File: src/rtl/uart_pkg.sv
// Shared types and default constants for the UART transmit arbiter.
package uart_pkg;

   localparam int UART_DATA_W     = 8;
   localparam int UART_TX_TIMEOUT = 4096;

   typedef enum logic [1:0] {
      IDLE      = 2'd0,
      ISSUE     = 2'd1,
      WAIT_DONE = 2'd2
   } arb_state_t;

endpackage

File: src/rtl/rr_picker.sv
// Round-robin picker: first set request bit strictly after 'last', wrapping.
module rr_picker
   import uart_pkg::*;
#(
   parameter  int NUM_REQ = 4,
   localparam int IW      = $clog2(NUM_REQ)
) (
   input  logic [NUM_REQ-1:0] req,
   input  logic [IW-1:0]      last,
   output logic               found,
   output logic [IW-1:0]      idx
);

   // scan last+1 .. last+NUM_REQ (mod NUM_REQ); the first hit wins
   always_comb begin : pick
      int j;
      found = 1'b0;
      idx   = '0;
      j     = 0;
      for (int k = 1; k <= NUM_REQ; k++) begin
         j = int'(last) + k;
         if (j >= NUM_REQ) j = j - NUM_REQ;
         if (!found && req[j]) begin
            found = 1'b1;
            idx   = j[IW-1:0];
         end
      end
   end

endmodule

File: src/rtl/uart_tx_arbiter.sv
// Round-robin arbiter sharing one UART transmitter among NUM_REQ requesters.
// One byte is accepted in IDLE, launched in ISSUE, then the block waits for
// tx_done (or gives up after TIMEOUT_CYC cycles) before accepting the next.
module uart_tx_arbiter
   import uart_pkg::*;
#(
   parameter  int NUM_REQ     = 4,
   parameter  int DATA_W      = UART_DATA_W,
   parameter  int TIMEOUT_CYC = UART_TX_TIMEOUT,
   localparam int IW          = $clog2(NUM_REQ),
   localparam int CW          = $clog2(TIMEOUT_CYC)
) (
   input  logic                      clk,
   input  logic                      reset_n,
   input  logic [NUM_REQ-1:0]        req_valid,
   input  logic [NUM_REQ*DATA_W-1:0] req_data,
   output logic [NUM_REQ-1:0]        req_ready,
   output logic                      tx_valid,
   output logic [DATA_W-1:0]         tx_data,
   input  logic                      tx_done,
   output logic [IW-1:0]             grant_id,
   output logic                      busy,
   output logic                      timeout_err
);

   arb_state_t        state, state_nxt;
   logic [IW-1:0]     last_grant;
   logic [IW-1:0]     grant_id_q;
   logic [DATA_W-1:0] tx_data_q;
   logic [CW-1:0]     cnt;
   logic              timeout_q;
   logic              pick_found;
   logic [IW-1:0]     pick_idx;
   logic              grant_en;
   logic              timeout_set;
   logic              cnt_term;

   rr_picker #(.NUM_REQ(NUM_REQ)) u_pick (
      .req   (req_valid),
      .last  (last_grant),
      .found (pick_found),
      .idx   (pick_idx)
   );

   assign cnt_term = (cnt == CW'(TIMEOUT_CYC - 1));

   // next-state and strobes; tx_done only matters in WAIT_DONE and beats the timeout
   always_comb begin
      state_nxt   = state;
      grant_en    = 1'b0;
      req_ready   = '0;
      tx_valid    = 1'b0;
      timeout_set = 1'b0;
      case (state)
         IDLE: begin
            if (pick_found && reset_n) begin
               grant_en            = 1'b1;
               req_ready[pick_idx] = 1'b1;
               state_nxt           = ISSUE;
            end
         end
         ISSUE: begin
            tx_valid  = 1'b1;
            state_nxt = WAIT_DONE;
         end
         WAIT_DONE: begin
            if (tx_done) begin
               state_nxt = IDLE;
            end else if (cnt_term) begin
               timeout_set = 1'b1;
               state_nxt   = IDLE;
            end
         end
         default: state_nxt = IDLE;
      endcase
   end

   // state register
   always_ff @(posedge clk or negedge reset_n) begin
      if (!reset_n) state <= IDLE;
      else          state <= state_nxt;
   end

   // capture winner and its byte on accept; held until the next grant
   always_ff @(posedge clk or negedge reset_n) begin
      if (!reset_n) begin
         last_grant <= IW'(NUM_REQ - 1);
         grant_id_q <= '0;
         tx_data_q  <= '0;
      end else if (grant_en) begin
         last_grant <= pick_idx;
         grant_id_q <= pick_idx;
         tx_data_q  <= req_data[int'(pick_idx)*DATA_W +: DATA_W];
      end
   end

   // wait counter: cleared on launch, counts in WAIT_DONE, saturates at terminal
   always_ff @(posedge clk or negedge reset_n) begin
      if (!reset_n)                        cnt <= '0;
      else if (state == ISSUE)             cnt <= '0;
      else if (state == WAIT_DONE && !cnt_term) cnt <= cnt + 1'b1;
   end

   // one-cycle abandon pulse, visible in the first IDLE cycle after giving up
   always_ff @(posedge clk or negedge reset_n) begin
      if (!reset_n) timeout_q <= 1'b0;
      else          timeout_q <= timeout_set;
   end

   assign tx_data     = tx_data_q;
   assign grant_id    = grant_id_q;
   assign busy        = (state != IDLE);
   assign timeout_err = timeout_q;

endmodule

File: config.mk
export PLATFORM = sky130hd
export DESIGN_NAME = uart_tx_arbiter
export DESIGN_NICKNAME = d
export VERILOG_FILES = /design/src/rtl/uart_pkg.sv /design/src/rtl/rr_picker.sv /design/src/rtl/uart_tx_arbiter.sv
export SDC_FILE = /design/constraint.sdc
export NUM_CORES = 1
export LEC_CHECK = 0
export BUFFER_PORTS_ARGS = -buffer_cell sky130_fd_sc_hd__buf_2
export CAP_MARGIN = 5
export CORE_MARGIN = 8
export CORE_UTILIZATION = 45
export CTS_CLUSTER_DIAMETER = 120
export CTS_CLUSTER_SIZE = 20
export DETAILED_ROUTE_END_ITERATION = 10
export GPL_TIMING_DRIVEN = 0
export PLACE_DENSITY = 0.73
export SLEW_MARGIN = 40
export SYNTH_ARGS = -nofsm -noshare
export SYNTH_HDL_FRONTEND = slang
export SYNTH_SLANG_ARGS = --single-unit
File: constraint.sdc
create_clock -name clk -period 2.43 [get_ports clk]
set_clock_uncertainty 0.15 [all_clocks]
set_input_delay 0 -clock clk [delete_from_list [all_inputs] [get_ports clk]]
set_output_delay 0 -clock clk [all_outputs]
set_load 0.005 [all_outputs]
==> flow_summary.toml <==
[run_status]
status = "finished, violations left"
violations = "hold timing"

[die]
placementRows = 22
ios = 56
core_um2 = 3580
initial_core_util = 0.455
die_w_um = 76.1
fp.dieArea_um2 = 5790
die_h_um = 76.1

[placement]
place_congestion = 0.852
placedInstanceArea_um2 = 1960
place_hpwl_um = 3320
portBuffers = 55
dp_slack_ns = 0.224

[grt]
first_global_vias = 1879
grt_max_degree = 29
gr-usage-all-layers = 0.183
grt_pass1_wl_um = 8900
antenna_found_initial = 0
grt_overflow = 0

[synthesis]
synth_area_um2 = 1630
netlist.area_leader.share = 0.385
synth_top_family_by_area = "simple AND/OR/NAND/NOR gates"
synth-compound-area-share = 0.172
yosys_warnings = 0
ys_seq_area_frac = 0.417
yosysMostFrequentCell = "dfrtp_1"
synthSimpleGateAreaFrac = 0.232
ys_ff_latch = 27
synth_common_cells = "dfrtp_1 (25), nand3_1 (19), nand2_1 (17)"
async_reset_ff_frac = 1.00
syn-mean-instance-area_um2 = 9.57
synth.area.top_cells = "dfrtp_1 (38%), nand3_1 (5.8%), mux2i_1 (5.5%)"
synth_xor_area_frac = 0.0108
synthAdderAreaFrac = 0.00769
ys.flop_type = "dfrtp_1"
synth_top_area_cell = "dfrtp_1"
ys_types = 42
synth-edff-count = 0
synth.area.mux_share = 0.122
syn_nets = 210
syn_inst = 170

[setup_path]
start_kind = "flop"
critPathKind = "reg -> out"
crit_arrival_ns = 2.18
critPathCaptureType = "primary output"
worstPathMaxFanout = 10
worstPathRequired_ns = 2.28

[cts]
cts_buffers = 3
cts.sinks = 27
htreeDepth = 1
cts_setup_buffers = 0
cts_tree = "yes"
cts-root-buf = "clkbuf_4"
clk_pin_slew_ns = 0.16
cts_buffer_depth = 2
insertion_delay_ns = 0.33

[timing]
max_slew_margin = 0.655
final-setup-viol-count = 0
hold_violations = 12
tightestPinTransition_ns = 0.518
worst_slack_ns = 0.0974
whs_ns = -0.0178
fin_crit_sh = 0.960
fin_crit_ns = 2.33
setup_tns_ns = 0
fmax_mhz = 429
rsz0062_at_grt = "false"
slew_viol_final = 0

[route]
wl_per_cell_um = 17.2
drt_first_pass_iters = 4
drt_iter0_drc = 107
finalWirelength_um = 5340
antenna_left = 0
drc = 0
vias = 1738
via_per_inst = 5.59

[finish]
drive_above_1_share = 0.312
final_nets = 304
area_growth_pct = 43.6
design_area_um2 = 2340
n_antenna_cell = 0

[pwr]
total_power_mw = 1.83
p_leak_nw = 1.12
ir_worst_vdd_mv = 0.430
powerDensity_nw_per_um2 = 782

[run]
cap_violations = 0

[min_path]
hold_path.class = "in -> async"
==> state kept, by name, indices dropped and copies added, names as in the netlist <==
name and count:
last_grant 2, timeout_err 1, state 2, cnt 12
grant_id 2, tx_data 8
==> where the power goes <==
part / internal (mW) / leakage [nW] / switching (mW)
combinational: 0.443 / 0.752 / 0.508
sequential: 0.588 / 0.349 / 0.0889
clock: 0.0642 / 0.0150 / 0.135
==> critical path, stage by stage, from the launching register on <==
cell     delay, ns
dfstp_2       0.55
buf_4         0.13
mux2i_1       0.22
o221a_4       0.26
buf_6         0.19
buf_4         0.21
and3_1        0.17
buf_2         0.12
==> area by class of cell <==
| cell class | instances | area, um2 |
|---|---|---|
| fill | 299 | 1240 |
| buffer | 8 | 50.0 |
| multi-input combinational | 131 | 888 |
| inverter | 4 | 15.0 |
| tap | 48 | 60.1 |
| sequential | 27 | 678 |
| timing repair buffer | 89 | 618 |
| clock buffer | 4 | 26.3 |
==> what timing repair did <==
| action | CTS | global route |
|---|---|---|
| hold endpoints to repair | 37 | 0 |
| endpoints found under the setup margin | 1 | 3 |
| resized for setup | 1 | 5 |
| pin swaps | 0 | 0 |
| hold buffers | 34 | 0 |
==> metal layers <==
layer | vias to the layer above | track usage | wire (um)
li1 | 819 | - | -
met1 | 819 | 0.209 | 2150
met2 | 88 | 0.293 | 2460
met3 | 12 | 0.0814 | 639
met4 | 0 | 0.0731 | 93
met5 | - | 0 | 0
==> stage by stage <==
stage,util,hold slack [ns],instances
finish,0.653,-0.0178,311
global route,0.653,0.00220,311
CTS,0.651,0.0735,311
detailed placement,0.548,-0.0934,273
global placement,0.548,-0.102,273
floorplan,-,-0.446,170
==> kinds of logic (layout without fill, tap and decap cells) <==
logic type / after synthesis / count (layout)
buffers and inverters: 12 / 105
and+or+nand+nor: 74 / 74
DFF: 27 / 27
adders and majority gates: 1 / 1
muxes: 17 / 17
AOI/OAI and AO/OA: 37 / 37
xor gates and xnor gates: 2 / 2
==> cells in the final DEF (no fill, tap or decap), types with 4 or more instances in the layout <==
| master | instances |
|---|---|
| clkbuf_4 | 4 |
| dlygate4sd3_1 | 34 |
| o21ai_0 | 7 |
| mux2i_1 | 9 |
| a21oi_1 | 9 |
| dfrtp_1 | 25 |
| a221o_1 | 8 |
| nand3_1 | 19 |
| mux2_4 | 5 |
| nand2_1 | 17 |
| nor2_1 | 12 |
| buf_2 | 56 |
| nor3_1 | 7 |
==> final timing paths <==
path | from | endpoint | slack, ns | cells past startpoint
max | last_grant[1] | req_ready[2] | 0.1 | 7
min | reset_n | cnt[11] | -0.02 | 2
max reg2reg | last_grant[1] | tx_data[4] | 0.18 | 6
min reg2reg | grant_id[1] | grant_id[1] | 0.34 | 2
max in group asynchronous | reset_n | last_grant[1] | 1.83 | 2
min in group clk | req_valid[2] | tx_data[1] | 0.18 | 4
Power figures use the tool's default switching activity.
